**src/rtl/rw_step_pkg.sv**
```systemverilog
// Shared types and default sizing for the round-robin step arbiter.
package rw_step_pkg;

  localparam int DEF_NUM_REQ = 4;
  localparam int DEF_IN_W    = 1;
  localparam int DEF_OUT_W   = 1;
  localparam int DEF_ID_W    = $clog2(DEF_NUM_REQ);

  typedef enum logic [1:0] {
    IDLE  = 2'd0,
    DRIVE = 2'd1,
    RESP  = 2'd2,
    HALT  = 2'd3
  } step_state_t;

  // Response record at the default sizing
  typedef struct packed {
    logic [DEF_ID_W-1:0]  id;
    logic [DEF_OUT_W-1:0] data;
    logic                 last;
  } rsp_t;

endpackage

```
**src/rtl/rw_step_arbiter_rr_pick.sv**
```systemverilog
// Combinational round-robin selector: first set request after ptr, wrapping.
module rw_rr_pick #(
  parameter int N    = 4,
  parameter int ID_W = $clog2(N)
) (
  input  logic [N-1:0]    req,
  input  logic [ID_W-1:0] ptr,
  output logic            any,
  output logic [N-1:0]    grant,
  output logic [ID_W-1:0] idx
);

  int unsigned c;

  always_comb begin
    any   = 1'b0;
    grant = '0;
    idx   = '0;
    c     = 0;
    // Offsets 1..N visit every requester once, ending on ptr itself
    for (int unsigned i = 1; i <= N; i++) begin
      c = (32'(ptr) + i) % N;
      if (!any && req[c[ID_W-1:0]]) begin
        any                  = 1'b1;
        grant[c[ID_W-1:0]]   = 1'b1;
        idx                  = c[ID_W-1:0];
      end
    end
  end

endmodule

```
**src/rtl/rw_step_arbiter.sv**
```systemverilog
// Shares one single-step reactive device among NUM_REQ requesters, one step per grant.
module rw_step_arbiter
  import rw_step_pkg::*;
#(
  parameter int NUM_REQ = DEF_NUM_REQ,
  parameter int IN_W    = DEF_IN_W,
  parameter int OUT_W   = DEF_OUT_W,
  parameter int ID_W    = $clog2(NUM_REQ)
) (
  input  logic                    clk,
  input  logic                    rst,
  input  logic [NUM_REQ-1:0]      req_valid,
  input  logic [NUM_REQ*IN_W-1:0] req_data,
  output logic [NUM_REQ-1:0]      req_ready,
  output logic [IN_W-1:0]         dev_in,
  input  logic [OUT_W-1:0]        dev_out,
  input  logic                    dev_cont,
  output logic                    rsp_valid,
  output logic [ID_W-1:0]         rsp_id,
  output logic [OUT_W-1:0]        rsp_data,
  output logic                    rsp_last,
  input  logic                    rsp_ready,
  output logic                    halted
);

  step_state_t         state;
  logic [ID_W-1:0]     ptr;
  logic [ID_W-1:0]     grant_q;
  logic                pick_any;
  logic [NUM_REQ-1:0]  pick_grant;
  logic [ID_W-1:0]     pick_idx;
  logic [IN_W-1:0]     sel_data;

  rw_rr_pick #(
    .N    (NUM_REQ),
    .ID_W (ID_W)
  ) u_pick (
    .req   (req_valid),
    .ptr   (ptr),
    .any   (pick_any),
    .grant (pick_grant),
    .idx   (pick_idx)
  );

  assign sel_data = req_data[pick_idx*IN_W +: IN_W];

  // Grant is offered only in IDLE and suppressed while reset is held
  assign req_ready = (state == IDLE && rst) ? pick_grant : '0;

  always_ff @(posedge clk or negedge rst) begin
    if (!rst) begin
      state     <= IDLE;
      ptr       <= ID_W'(NUM_REQ - 1);
      grant_q   <= '0;
      dev_in    <= '0;
      rsp_valid <= 1'b0;
      rsp_id    <= '0;
      rsp_data  <= '0;
      rsp_last  <= 1'b0;
      halted    <= 1'b0;
    end else begin
      unique case (state)
        IDLE: begin
          if (pick_any) begin
            dev_in  <= sel_data;
            grant_q <= pick_idx;
            ptr     <= pick_idx;
            state   <= DRIVE;
          end
        end
        DRIVE: begin
          rsp_data  <= dev_out;
          rsp_last  <= ~dev_cont;
          rsp_id    <= grant_q;
          rsp_valid <= 1'b1;
          state     <= RESP;
        end
        RESP: begin
          if (rsp_ready) begin
            rsp_valid <= 1'b0;
            if (rsp_last) begin
              halted <= 1'b1;
              state  <= HALT;
            end else begin
              state  <= IDLE;
            end
          end
        end
        HALT: begin
          state <= HALT;
        end
        default: state <= IDLE;
      endcase
    end
  end

endmodule

```
**config.mk**
```make
export PLATFORM = sky130hd
export DESIGN_NAME = rw_step_arbiter
export DESIGN_NICKNAME = d
export VERILOG_FILES = /design/src/rtl/rw_step_pkg.sv /design/src/rtl/rw_step_arbiter_rr_pick.sv /design/src/rtl/rw_step_arbiter.sv
export SDC_FILE = /design/constraint.sdc
export NUM_CORES = 1
export LEC_CHECK = 0
export CAP_MARGIN = 20
export CORE_UTILIZATION = 35
export CTS_BUF_LIST = sky130_fd_sc_hd__clkbuf_4
export CTS_CLUSTER_DIAMETER = 150
export CTS_CLUSTER_SIZE = 14
export DETAILED_ROUTE_END_ITERATION = 10
export HOLD_SLACK_MARGIN = 0.06
export SYNTH_ARGS = -nofsm -noshare
export SYNTH_HDL_FRONTEND = slang
export SYNTH_SLANG_ARGS = --single-unit
```
**constraint.sdc**
```tcl
create_clock -name clk -period 4.23 [get_ports clk]
set_clock_uncertainty 0.05 [all_clocks]
set_input_delay 0.846 -clock clk [delete_from_list [all_inputs] [get_ports clk]]
set_output_delay 0.846 -clock clk [all_outputs]
set_load 0.005 [all_outputs]
```
# After elaboration in Yosys (flattened, before gate mapping)
# Index checks and enable logic that the tools add are counted.
word_totals:
  reg_bits: 13
  input_bits: 13
  elab_cells: 83
classes:
  add_sub_neg: 4
  n_lt_le_gt_ge: 8
  eq_ne: 5
  shifts: 1
  n_mux: 35
  bitwise_logic: 4
  n_reduce_logical: 17
ops:
  columns: ["op", "n"]
  rows:
  - ["$mux 4", 5]
  - ["$mux 2", 7]
  - ["$mux 1", 13]
  - ["$lt 2x3->1 const B", 4]
  - ["$or 4x4->4", 3]
  - ["$bmux 1 s2", 4]
  - ["$demux 1 s2", 4]
  - ["$ge 2x1->1 const B", 4]
  - ["$logic_and 1x1->1", 8]
  - ["$pmux 2 s4", 1]
  - ["$reduce_and 2->1", 3]
  - ["$add 2x1->2 const B", 2]
  - ["$add 2x2->2 const B", 2]
  - ["$eq 2x2->1 const B", 2]
  - ["$ne 2x2->1 const B", 2]
  - ["$shiftx 4x3->1", 1]
  - ["$logic_not 1->1", 3]
  - ["$reduce_and 3->1", 1]
  - ["$eq 2x1->1 const B", 1]
  - ["$logic_not 2->1", 1]
  - ["$pmux 1 s2", 1]
  - ["$reduce_bool 2->1", 1]
  - ["$not 1->1", 1]

# Longest topological paths before layout
depth:
  ltp_word: 15
  depth_mapped: 11

# Hierarchy
# Synthesis repeated with hierarchy kept, for this count alone.
unflattened:
  hier_cells: 126
  area_unflattened_um2: 1218.7
modules_own_cells:
  columns: ["mod", "instances", "cells_per_inst", "area_each_um2", "seq_area_each_um2"]
  rows:
  - ["rw_rr_pick", 1, 85, 631.9, 0.0]
  - ["rw_step_arbiter", 1, 41, 586.8, 327.8]

# Least setup slack after synthesis
# No wires, ideal clock.
synth_timing:
  path_kind: "reg2out"
  from: "register ptr[0]"
  to: "output req_ready[0]"
  arrival_time_ns: 2.551
  setup_slack_ns: 0.783
  stages_incl_launch_ff: 12
  path_buffers: 3
  path_cell_list: "dfstp_2 > buf_6 > clkbuf_1 > inv_1 > ha_1 > mux4_2 > nor2b_1 > buf_6 > a22oi_1 > nor2_1 > a221oi_1 > nor2_1"
synth_via:
  elab_chain_len: 14
  word_cells_on_any_way: 49
synth_rtl:
  columns: ["element", "line", "rtl"]
  rows:
  - ["start, declared", "rw_step_arbiter.sv:27", "logic [ID_W-1:0] ptr;"]
  - ["start signal, assigned", "rw_step_arbiter.sv:53", "ptr <= ID_W'(NUM_REQ - 1);"]
  - ["start signal, assigned", "rw_step_arbiter.sv:67", "ptr <= pick_idx;"]
  - ["branches (longest 12 deep; another with $lt 2x3->1)", null, null]
  - ["$mux 4 *", "rw_step_arbiter_rr_pick.sv:23", "if (!any && req[c[ID_W-1:0]]) begin"]
  - ["$mux 4 *", "rw_step_arbiter.sv:48", "assign req_ready = (state == IDLE && rst) ? pick_grant : '0;"]
  - ["end, declared", "rw_step_arbiter.sv:14", "output logic [NUM_REQ-1:0] req_ready,"]
# Mark *: on every way between the ends. The select of a mux whose other input is x is not followed.

# Worst setup path in the final report
layout_timing:
  from: "input req_valid[0]"
  to: "output req_ready[1]"
layout_via:
  elab_chain_len: 13
  word_cells_on_any_way: 25
layout_rtl:
  columns: ["element", "line", "rtl"]
  rows:
  - ["start, declared", "rw_step_arbiter.sv:12", "input logic [NUM_REQ-1:0] req_valid,"]
  - ["$bmux 1 s2", "rw_step_arbiter_rr_pick.sv:23", null]
  - ["$mux 1 (not written as such)", "rw_step_arbiter_rr_pick.sv:23", null]
  - ["$mux 1", "rw_step_arbiter_rr_pick.sv:23", null]
  - ["$logic_not 1->1", "rw_step_arbiter_rr_pick.sv:23", null]
  - ["$logic_and 1x1->1", "rw_step_arbiter_rr_pick.sv:23", null]
  - ["$mux 1", "rw_step_arbiter_rr_pick.sv:23", null]
  - ["$logic_not 1->1", "rw_step_arbiter_rr_pick.sv:23", null]
  - ["$logic_and 1x1->1", "rw_step_arbiter_rr_pick.sv:23", null]
  - ["$mux 1", "rw_step_arbiter_rr_pick.sv:23", null]
  - ["$logic_not 1->1", "rw_step_arbiter_rr_pick.sv:23", null]
  - ["$logic_and 1x1->1", "rw_step_arbiter_rr_pick.sv:23", null]
  - ["$mux 4 *", "rw_step_arbiter_rr_pick.sv:23", null]
  - ["$mux 4 *", "rw_step_arbiter.sv:48", null]
# Every way passes the cells marked *; elsewhere a longest branch is shown, timed or not. The select of a mux whose other input is x is not followed.

==> run metrics <==
status complete, no violations; RePlAce Congestion 0.8438; r2r worst-path depth 9; Hold Startpoint halted; Max-cap violations 0; DR vias/cell 5.347; Crit Path Category primary input to primary output; maximum VDD drop 82.60 uV; total grt overflow 0; top cells by area, synth dfrtp_1 (24%), ha_1 (8.8%), mux4_2 (7.9%); Routed WL 2597 um; row cnt 20; reg2reg start ptr[1]; Seq/Total Area, Yosys 28.89%; via count 1048; Fin. Hold Viols 0; most frequent cells in the layout clkdlybuf4s50_1 (23), nor2_1 (15), dfrtp_1 (11), buf_4 (11), nand2_1 (9); Final Critical Period 4.103 ns; DIE WIDTH 58.94 um; worst slew pin tran 0.4492 ns; ANT nets after route 0; maximum net fanout on the critical path 6; first-pass GRT wire length 4257 um; capturing point of the worst reg2reg path dev_in; setup TNS 0 ns; cts bufs inserted 3; leading area contributor after synthesis dfrtp_1; Worst Path Buf+Inv 2; synthesized area 0.001135 sq mm; synth warn 0; io pins 24; initial antenna violation count 0; Distinct cells, synth 37; Power, Total 0.0002593 W; worst hold path class register to register; Worst-path clk slew 0.07 ns; Area Overhead vs Synth 29.99%; Seq cells post-synth 13; # diodes 0; critical path's most frequent cell clkdlybuf4s50_1; CTS max path bufs 2; fin crit share 97.00%; final setup vio count 0; GR Util All Layers 16.09%; CTS root buf clkbuf_4; layout cells sized above 1 17.11%; Mapped Nets 145; CTS sink cnt 13; final core occ 48.32%; crit-path cells clkdlybuf4s50_1 > mux4_2 > or2_1 > and2b_1 > a221oi_1 > nor2_1 > clkdlybuf4s50_1; RSZ-0062 raised after global routing false; share of the synthesized area in the top cell type 24.26%; largest net degree at the start of global routing 20; Top delay family on crit path buffers and inverters; Peak Freq 0.2437 GHz; Final nets 174; Max stage delay on crit path 0.54 ns; HPWL after detailed placement 2002 um; CP Capture Type primary output; Lkg Pwr 0.6447 nW; Final Cell Area 0.001475 sq mm; Die Y 58.94 um; placed cell area 0.001438 sq mm; # H-tree levels 1; worst skew pair latency 0.27 ns; pwr dens 175.8 mW/mm^2; Min Hold Slack 0.4151 ns; drt first pass iters 4; Core ar. 0.003053 sq mm; slew margin rel. 69.87%; worst endpoint required time 3.33 ns; CP Launch Type primary input; detailed-route DRC error count 0; R2R Setup Slk 1.31 ns; Gates resized, CTS repair 0; crit path DAT 3.21 ns; worst hold endpoint halted; Port Buf Inserts 23; Fillers 318; Synth Instances 124; max-slew violations 0; worst hold path cell count 1; Routed wire per std cell 13.25 um; Mapped Avg Cell Area 9.152 sq um; commonest non-fill, non-tap cell in the layout clkdlybuf4s50_1; CTS tree done; die area 0.003474 sq mm; Slowest-stage cell, CP mux4_2; Iteration-0 DRC Markers 36; vias in the first global route 966; Starting Density 37.17%
## cells in the mapped netlist (all sizes together)
cell / instances
a2bb2oi: 2
mux2i: 3
a41o: 1
mux4: 4
a21oi: 3
nor4b: 1
nand4b: 1
nor4: 1
a22oi: 5
buf: 7
o31ai: 1
xnor2: 2
nor2b: 3
o21ai: 7
nor3: 2
inv: 7
nor3b: 4
dfrtp: 11
mux2: 4
clkbuf: 3
o32a: 1
and2b: 1
or2: 1
a31oi: 4
ha: 8
o211ai: 2
a211o: 2
nand2: 9
nor2: 15
a221oi: 4
o311ai: 1
dfstp: 2
a211oi: 1
nand3b: 1
## timing repair
item,CTS,global route
endpoints found under the setup margin,0,3
setup buffers,0,1
hold buffers,0,0
## metal layers
layer  part of all wire, %  track usage, %  vias to the layer above
met4                     0           2.721                        0
met5                     0               0                        -
met3                   4.8           4.176                        0
met1                    43           19.23                      498
met2                    52           29.22                       35
li1                      -               -                      515
## state kept, by name (all words and copies together), names as in the netlist
name,count
dev_in,1
grant_q,2
halted,1
ptr,2
rsp_data,1
rsp_id,2
rsp_last,1
rsp_valid,1
state,2
## cells by family (layout without fill, tap and decap cells)
group	after synthesis	in the layout	synth area share (%)
AND/OR/NAND/NOR	39	39	17.09
AO/OA/AOI/OAI	34	34	21.72
buffers and inverters	17	45	7.387
flip-flops	13	13	28.89
multiplexers	11	11	14.55
adder cells (fa/ha/maj)	8	8	8.821
XOR/XNOR	2	2	1.544
## worst max path at each step
| stage | start | endpoint | slack [ns] | cells after the start |
|---|---|---|---|---|
| floorplan | ptr[0] | req_ready[0] | 0.78 | 11 |
| global placement | req_valid[0] | req_ready[3] | 0.20 | 7 |
| detailed placement | req_valid[0] | req_ready[3] | 0.08 | 7 |
| global route | req_valid[0] | req_ready[2] | 0.01 | 7 |
| finish | req_valid[0] | req_ready[1] | 0.13 | 7 |
| CTS | req_valid[0] | req_ready[3] | 0.08 | 7 |
## power breakdown
part	switching, W	internal, W	leakage, nW
clock network	0.0000391	0.0000430	0.0184
logic	0.0000228	0.0000284	0.473
registers	0.000000551	0.000125	0.153
## through the flow
stage | setup WS [ns] | instances
2_1_floorplan | 0.7825 | 124
3_3_place_gp | 0.2048 | 191
3_5_place_dp | 0.08350 | 191
4_1_cts | 0.07594 | 195
5_1_grt | 0.01249 | 196
6_report | 0.1268 | 196
## layout make-up
cell class | instances | area [sq um] | area share, %
flip-flops and latches | 13 | 327.8 | 22.22
repair buffers | 34 | 312.8 | 21.20
multi-input cells | 94 | 723.2 | 49.02
clock buffers | 4 | 30.03 | 2.036
inverters | 7 | 26.28 | 1.781
well taps | 44 | 55.05 | 3.732
Note: power is estimated with default switching activity, not from simulation.
